## config.mk

```make
export PLATFORM = sky130hd
export DESIGN_NAME = zigzag_reorder
export DESIGN_NICKNAME = d
export VERILOG_FILES = /design/src/rtl/jpeg_pkg.sv /design/src/rtl/fp_to_int.sv /design/src/rtl/zigzag_reorder.sv
export SDC_FILE = /design/constraint.sdc
export NUM_CORES = 2
export LEC_CHECK = 0
export ABC_CLOCK_PERIOD_IN_PS = 5100
export CAP_MARGIN = 20
export CELL_PAD_IN_SITES_DETAIL_PLACEMENT = 1
export CELL_PAD_IN_SITES_GLOBAL_PLACEMENT = 1
export CORE_ASPECT_RATIO = 0.6
export CORE_MARGIN = 3
export CORE_UTILIZATION = 55
export CTS_CLUSTER_DIAMETER = 60
export CTS_CLUSTER_SIZE = 28
export DETAILED_ROUTE_END_ITERATION = 7
export PLACE_DENSITY = 0.82
export SETUP_SLACK_MARGIN = 0.05
export SYNTH_ARGS = -nofsm -noshare
export SYNTH_HDL_FRONTEND = slang
export SYNTH_SLANG_ARGS = --single-unit
```

## constraint.sdc

```tcl
create_clock -name clk -period 5.1 [get_ports clk]
set_input_delay 0.765 -clock clk [delete_from_list [all_inputs] [get_ports clk]]
set_output_delay 0.765 -clock clk [all_outputs]
set_load 0.02 [all_outputs]
```

## src/rtl/jpeg_pkg.sv

```systemverilog
`default_nettype none
// +----------------------------------------------------------------------------+
// | Module      : jpeg_pkg                                                     |
// | Description : Shared constants for the JPEG coefficient path: zigzag scan  |
// |               table, default coefficient width, FP32 field layout.         |
// | Revision    : 1.0 - initial release                                        |
// +----------------------------------------------------------------------------+
package jpeg_pkg;

  localparam int OUT_W_DEFAULT = 12;

  localparam int FP_W     = 32;
  localparam int FP_EXP_W = 8;
  localparam int FP_MAN_W = 23;
  localparam int FP_BIAS  = 127;

  typedef logic [5:0] blk_idx_t;

  // Raster address visited at each zigzag position; entry [0] is the DC term.
  // Listed from position 63 down to position 0 because of packed ordering.
  localparam logic [63:0][5:0] ZIGZAG_LUT = {
    6'd63, 6'd62, 6'd55, 6'd47, 6'd54, 6'd61, 6'd60, 6'd53,
    6'd46, 6'd39, 6'd31, 6'd38, 6'd45, 6'd52, 6'd59, 6'd58,
    6'd51, 6'd44, 6'd37, 6'd30, 6'd23, 6'd15, 6'd22, 6'd29,
    6'd36, 6'd43, 6'd50, 6'd57, 6'd56, 6'd49, 6'd42, 6'd35,
    6'd28, 6'd21, 6'd14, 6'd7,  6'd6,  6'd13, 6'd20, 6'd27,
    6'd34, 6'd41, 6'd48, 6'd40, 6'd33, 6'd26, 6'd19, 6'd12,
    6'd5,  6'd4,  6'd11, 6'd18, 6'd25, 6'd32, 6'd24, 6'd17,
    6'd10, 6'd3,  6'd2,  6'd9,  6'd16, 6'd8,  6'd1,  6'd0
  };

endpackage
`default_nettype wire

```

## src/rtl/fp_to_int.sv

```systemverilog
`default_nettype none
// +----------------------------------------------------------------------------+
// | Module      : fp_to_int                                                    |
// | Description : Combinational FP32 to saturated signed integer, rounding     |
// |               half away from zero. NaN gives 0, Inf saturates by sign.     |
// | Revision    : 1.0 - initial release                                        |
// +----------------------------------------------------------------------------+
module fp_to_int
  import jpeg_pkg::*;
#(
  parameter int OUT_W = OUT_W_DEFAULT
) (
  input  logic [FP_W-1:0]  fp_i,
  output logic [OUT_W-1:0] int_o
);

  localparam int c_sig_w = FP_MAN_W + 1;
  // Smallest exponent that can round to a nonzero value (|x| >= 0.5).
  localparam logic [FP_EXP_W-1:0] c_exp_half  = FP_EXP_W'(FP_BIAS - 1);
  // From here on |x| >= 2^OUT_W, always beyond the signed range.
  localparam logic [FP_EXP_W-1:0] c_exp_sat   = FP_EXP_W'(FP_BIAS + OUT_W);
  // Right shift that leaves the magnitude with exactly one fraction bit.
  localparam logic [FP_EXP_W-1:0] c_shift_ref = FP_EXP_W'(FP_BIAS + FP_MAN_W - 1);
  localparam logic [c_sig_w-1:0]  c_pos_lim   = c_sig_w'((1 << (OUT_W - 1)) - 1);
  localparam logic [c_sig_w-1:0]  c_neg_lim   = c_sig_w'(1 << (OUT_W - 1));
  localparam logic [OUT_W-1:0]    c_max       = {1'b0, {(OUT_W-1){1'b1}}};
  localparam logic [OUT_W-1:0]    c_min       = {1'b1, {(OUT_W-1){1'b0}}};

  logic                w_sign;
  logic [FP_EXP_W-1:0] w_exp;
  logic [FP_MAN_W-1:0] w_man;
  logic [FP_EXP_W-1:0] w_shamt;
  logic [c_sig_w-1:0]  w_mag2;
  logic [c_sig_w-1:0]  w_rnd;

  assign w_sign = fp_i[FP_W-1];
  assign w_exp  = fp_i[FP_W-2 -: FP_EXP_W];
  assign w_man  = fp_i[FP_MAN_W-1:0];

  // Magnitude with one fraction bit, round half up on it, then saturate and sign.
  always_comb begin
    w_shamt = c_shift_ref - w_exp;
    w_mag2  = {1'b1, w_man} >> w_shamt;
    w_rnd   = (w_mag2 + c_sig_w'(1)) >> 1;
    int_o   = '0;
    if (w_exp == '1) begin
      if (w_man == '0) begin
        int_o = w_sign ? c_min : c_max;
      end
    end else if (w_exp < c_exp_half) begin
      int_o = '0;
    end else if (w_exp >= c_exp_sat) begin
      int_o = w_sign ? c_min : c_max;
    end else if (!w_sign) begin
      int_o = (w_rnd > c_pos_lim) ? c_max : w_rnd[OUT_W-1:0];
    end else begin
      int_o = (w_rnd > c_neg_lim) ? c_min : (OUT_W'(0) - w_rnd[OUT_W-1:0]);
    end
  end

endmodule
`default_nettype wire

```

## src/rtl/zigzag_reorder.sv

```systemverilog
`default_nettype none
// +----------------------------------------------------------------------------+
// | Module      : zigzag_reorder                                               |
// | Description : Converts column-major FP32 coefficients to saturated ints,   |
// |               buffers them in a ping-pong block store and emits each 8x8   |
// |               block in JPEG zigzag order over valid/ready.                 |
// | Revision    : 1.0 - initial release                                        |
// +----------------------------------------------------------------------------+
module zigzag_reorder
  import jpeg_pkg::*;
#(
  parameter int OUT_W = OUT_W_DEFAULT
) (
  input  logic             clk,
  input  logic             rst,
  input  logic [31:0]      in_data,
  input  logic             in_valid,
  output logic             in_ready,
  output logic [OUT_W-1:0] out_data,
  output logic             out_valid,
  input  logic             out_ready,
  output logic             out_first,
  output logic             out_last
);

  localparam blk_idx_t c_idx_last = 6'd63;

  // Writer side: counter and bank select advance when a sample is accepted.
  blk_idx_t         wi_q;
  logic             wsel_q;
  logic [1:0]       full_q, full_d;

  // Conversion pipeline stage ahead of the bank write.
  logic             s1_valid_q;
  logic [OUT_W-1:0] s1_data_q;
  blk_idx_t         s1_addr_q;
  logic             s1_bank_q;
  logic             s1_last_q;

  // Reader side: ri/rsel point at the next element to load into the output.
  blk_idx_t         ri_q;
  logic             rsel_q;
  logic [OUT_W-1:0] out_data_q;
  logic             out_valid_q, out_first_q, out_last_q;

  logic [OUT_W-1:0] mem_q [2][64];

  logic             w_accept;
  logic             w_load;
  logic             w_bank_done;
  logic [OUT_W-1:0] w_conv;

  fp_to_int #(.OUT_W(OUT_W)) u_fp_to_int (
    .fp_i  (in_data),
    .int_o (w_conv)
  );

  assign w_load      = full_q[rsel_q] && (!out_valid_q || out_ready);
  assign w_bank_done = w_load && (ri_q == c_idx_last);
  // A bank whose last element is being read this cycle can take a new sample:
  // the write lands one cycle later, after every read of that bank is done.
  assign in_ready    = !full_q[wsel_q] || (w_bank_done && (rsel_q == wsel_q));
  assign w_accept    = in_valid && in_ready;

  assign out_data  = out_data_q;
  assign out_valid = out_valid_q;
  assign out_first = out_first_q;
  assign out_last  = out_last_q;

  // Full flags: set on the write that completes a bank, released once its last element is read.
  always_comb begin
    full_d = full_q;
    if (s1_valid_q && s1_last_q) begin
      full_d[s1_bank_q] = 1'b1;
    end
    if (w_bank_done) begin
      full_d[rsel_q] = 1'b0;
    end
  end

  // Accept path: register the converted sample with its raster address and bank.
  always_ff @(posedge clk or posedge rst) begin
    if (rst) begin
      wi_q       <= '0;
      wsel_q     <= 1'b0;
      s1_valid_q <= 1'b0;
      s1_data_q  <= '0;
      s1_addr_q  <= '0;
      s1_bank_q  <= 1'b0;
      s1_last_q  <= 1'b0;
      full_q     <= 2'b00;
    end else begin
      full_q     <= full_d;
      s1_valid_q <= w_accept;
      if (w_accept) begin
        s1_data_q <= w_conv;
        s1_addr_q <= {wi_q[2:0], wi_q[5:3]};
        s1_bank_q <= wsel_q;
        s1_last_q <= (wi_q == c_idx_last);
        wi_q      <= wi_q + 6'd1;
        if (wi_q == c_idx_last) begin
          wsel_q <= ~wsel_q;
        end
      end
    end
  end

  // Block storage write port.
  always_ff @(posedge clk) begin
    if (s1_valid_q) begin
      mem_q[s1_bank_q][s1_addr_q] <= s1_data_q;
    end
  end

  // Output register: load the next zigzag element when empty or being consumed.
  always_ff @(posedge clk or posedge rst) begin
    if (rst) begin
      ri_q        <= '0;
      rsel_q      <= 1'b0;
      out_data_q  <= '0;
      out_valid_q <= 1'b0;
      out_first_q <= 1'b0;
      out_last_q  <= 1'b0;
    end else if (w_load) begin
      out_data_q  <= mem_q[rsel_q][ZIGZAG_LUT[ri_q]];
      out_valid_q <= 1'b1;
      out_first_q <= (ri_q == '0);
      out_last_q  <= (ri_q == c_idx_last);
      ri_q        <= ri_q + 6'd1;
      if (ri_q == c_idx_last) begin
        rsel_q <= ~rsel_q;
      end
    end else if (out_ready) begin
      out_valid_q <= 1'b0;
      out_first_q <= 1'b0;
      out_last_q  <= 1'b0;
    end
  end

endmodule
`default_nettype wire
```

==> results.toml <==
[synthesis]
syn_area_per_cell_um2 = 18.3
ys_seq_elements = 1588
syn_nets = 3626
synth_area_um2 = 65400
synth_seq_area_share_pct = 72.6
yosys_warnings = 0
synth.distinct_cells = 89
synth-edff-count = 1536
ys.flop_type = "edfxtp_1"
async_flop_share_pct = 3.27
netlist_instances = 3568

[floorplan]
dieArea_um2 = 123000
io_pins = 52
rows = 97
die_width_um = 451
die-height_um = 273
core_area_um2 = 117000
initial_utilization_pct = 55.7

[global_route]
grt_remaining_overflow = 0
grt_util_met1_pct = 48.0
grt_first_pass_wirelength_um = 284000
grt_pass1_vias = 38900
grt_max_degree = 99
antenna_found_initial = 5
grt.busiest_layer = "met1"
use_met2_pct = 46.9
grt_usage_pct = 31.9
met3_usage_pct = 8.76

[sta]
setup_violations = 0
hold_ws_ns = 0.408
fin_tns_setup_ns = 0
slew_headroom_pct = 18.5
fin_ws_ns = 0.172
rsz0062_at_grt = "false"
final.min_clock_period_ns = 4.93
clock-skew-final_ns = 0.0531
worst_pin_slew_ns = 1.22
max_freq_mhz = 203
final_max_slew_viol_count = 0
hold_viol = 0
period_share_pct = 96.6

[place]
gp_congestion = 0.934
io_buffers = 51
dp_hpwl_um = 128000
dp_slack_ns = -0.458

[pwr]
share_seq_of_total_power_pct = 59.6
p_sw_uw = 8420
p_int_uw = 20500
pwr-share-comb_pct = 15.9
p_leak_uw = 0.0230
clkPwrFrac_pct = 24.5
switching_share_pct = 29.1
p_per_area_nw_per_um2 = 398
ir_drop_mv = 0.682

[setup_path]
worstPathRequired_ns = 5.75
reg2reg_from = "ri_q[0]"
crit_path_cell_trace = "clkdlybuf4s50_1, ha_2, buf_4, mux4_2, mux2i_1, nor3_2, or2_2, ha_1, nand2_1, buf_4, nor4_2, xor2_2, nor3_1, a31o_1, nand3_2, buf_4, nor4_1, o32a_1"
cpPeakStageDelay_ns = 0.51
worstPathArrival_ns = 5.58
startpoint = "in_data[25]"
path_class = "in -> reg"
crit_path_max_fanout = 10
crit_slowest_cell = "mux2i_1"
cp-start-kind = "input port"
cpMostUsedCell = "buf_4"
end_kind = "register"

[detailed_routing]
vias = 38000
viasPerCell = 6.90
drt-total-wl_um = 195000
antenna_left = 0
drc_errors = 0
firstDrtPassIters = 6
drtIter0Drc = 6454
wl_per_cell_um = 35.5

[cts]
cts_sinks = 1588
htreeDepth = 3
cts_root_buf = "clkbuf_16"
cts.clk_slew.worst_paths_ns = 0.11
cts_max_path_buffers = 3
cts_tree = "done"
post_cts_hold_buffer_count = 0
clk_latency_ns = 0.73
numCtsBuffers = 73

[job]
drv_cap = 0

[layout]
final_nets = 3932
area_growth_pct = 11.3
drive_gt1_share_pct = 25.8

[hold_path]
hp-class = "in -> async"

[outcome]
outcome = "finished, final reports clean"
[logic make-up (layout without fill, tap and decap cells)]
| family | Yosys count | in the layout | share of synthesized area, % |
|---|---|---|---|
| flip-flops | 1588 | 1588 | 72.6 |
| AND/OR/NAND/NOR | 859 | 859 | 6.05 |
| multiplexers | 448 | 448 | 14.6 |
| AO/OA/AOI/OAI | 364 | 364 | 4.31 |
| buffers and inverters | 250 | 594 | 1.52 |
| XOR/XNOR | 37 | 37 | 0.496 |
| adder cells (fa/ha/maj) | 22 | 22 | 0.421 |
| other | 0 | 1 | 0 |
[power groups by stage]
| stage | combinational, uW | sequential [uW] | clock, uW |
|---|---|---|---|
| 2_1_floorplan | 1890 | 17300 | 0 |
| 3_3_place_gp | 3930 | 17500 | 0 |
| 3_5_place_dp | 4170 | 17700 | 0 |
| 4_1_cts | 4210 | 17400 | 7150 |
| 5_1_grt | 4750 | 17300 | 7620 |
| 6_report | 4590 | 17200 | 7090 |
[metal layers]
metal  wire [um]  vias up
met5          47        -
li1            -    15000
met3       27000      317
met4        5040        6
met1       75400    19900
met2       87500     2721
[metrics by stage]
stage          std cells  utilization (%)  power [uW]  area, um2
2_1_floorplan       3568                -       19200      65400
3_3_place_gp        5349             59.7       21500      70100
6_report            5497             62.0       28900      72800
3_5_place_dp        5361             59.8       21900      70200
5_1_grt             5496             62.0       29700      72700
4_1_cts             5474             61.8       28800      72500
[worst paths after layout]
check	to	slack, ns	depth (start not counted)
worst max-delay path	s1_data_q[0]	0.17	18
worst min-delay path	out_first	0.41	2
worst max register to register	out_data[9]	0.49	15
worst min register to register	wsel_q	0.52	1
max in group asynchronous	s1_data_q[4]	3.63	3
min in group clk	wsel_q	0.52	1
[synthesized netlist by cell type, types with 30 or more instances]
master	number	area share, %
a211oi_1	56	0.64
a21oi_1	30	0.23
a31oi_1	36	0.34
and2_1	59	0.56
buf_1	32	0.18
clkbuf_1	165	0.95
dfrtp_1	52	2.0
edfxtp_1	1536	71
mux4_2	404	14
nand2_1	393	2.3
nand3_1	80	0.61
nand3b_1	31	0.36
nor2_1	173	0.99
o211ai_1	34	0.39
o21ai_0	31	0.24
[state kept, by name, summed over array words and instances, names as in the netlist, 2 cells and up]
| name | count |
|---|---|
| ri_q | 6 |
| wi_q | 6 |
| full_q | 2 |
| s1_data_q | 12 |
| out_data | 12 |
| s1_addr_q | 6 |
| mem_q | 1536 |
[layout make-up]
type / instances / area (um2)
Clock buffer: 82 / 1880
Timing Repair Buffer: 459 / 3900
Tap cell: 1584 / 1980
Sequential cell: 1588 / 47500
Antenna cell: 1 / 2.50
Fill cell: 10000 / 44600
Inverter: 22 / 82.6
Multi-Input combinational cell: 1730 / 17000
Clock inverter: 31 / 395
[critical path, delay by kind of cell]
kind                     cells  cell delay [ns]
AND/OR/NAND/NOR              7             1.56
buffers and inverters        4             1.10
adder cells (fa/ha/maj)      2             0.72
XOR/XNOR                     1             0.18
AO/OA/AOI/OAI                2             0.40
multiplexers                 2             0.85
[placed cells by master, fill, tap and decap left out, types with 20 or more instances in the layout]
cell	instances
edfxtp_1	1536
mux4_2	403
nand2_1	393
buf_4	377
nor2_1	173
nand3_1	80
clkbuf_16	73
and2_1	59
a211oi_1	56
clkdlybuf4s50_1	50
dfrtp_1	39
a31oi_1	36
o211ai_1	34
o21ai_0	31
nand3b_1	31
a311oi_1	29
a21oi_1	27
a32o_1	25
a311o_1	24
mux2_2	23
xnor2_1	21
ha_1	21
buf_12	21
inv_1	20
nor3_1	20
[what timing repair did]
action,CTS,global route
gates resized for setup,0,8
endpoints found under the setup margin,0,13
buffers inserted,0,5
(Power assumes the default switching activity.)
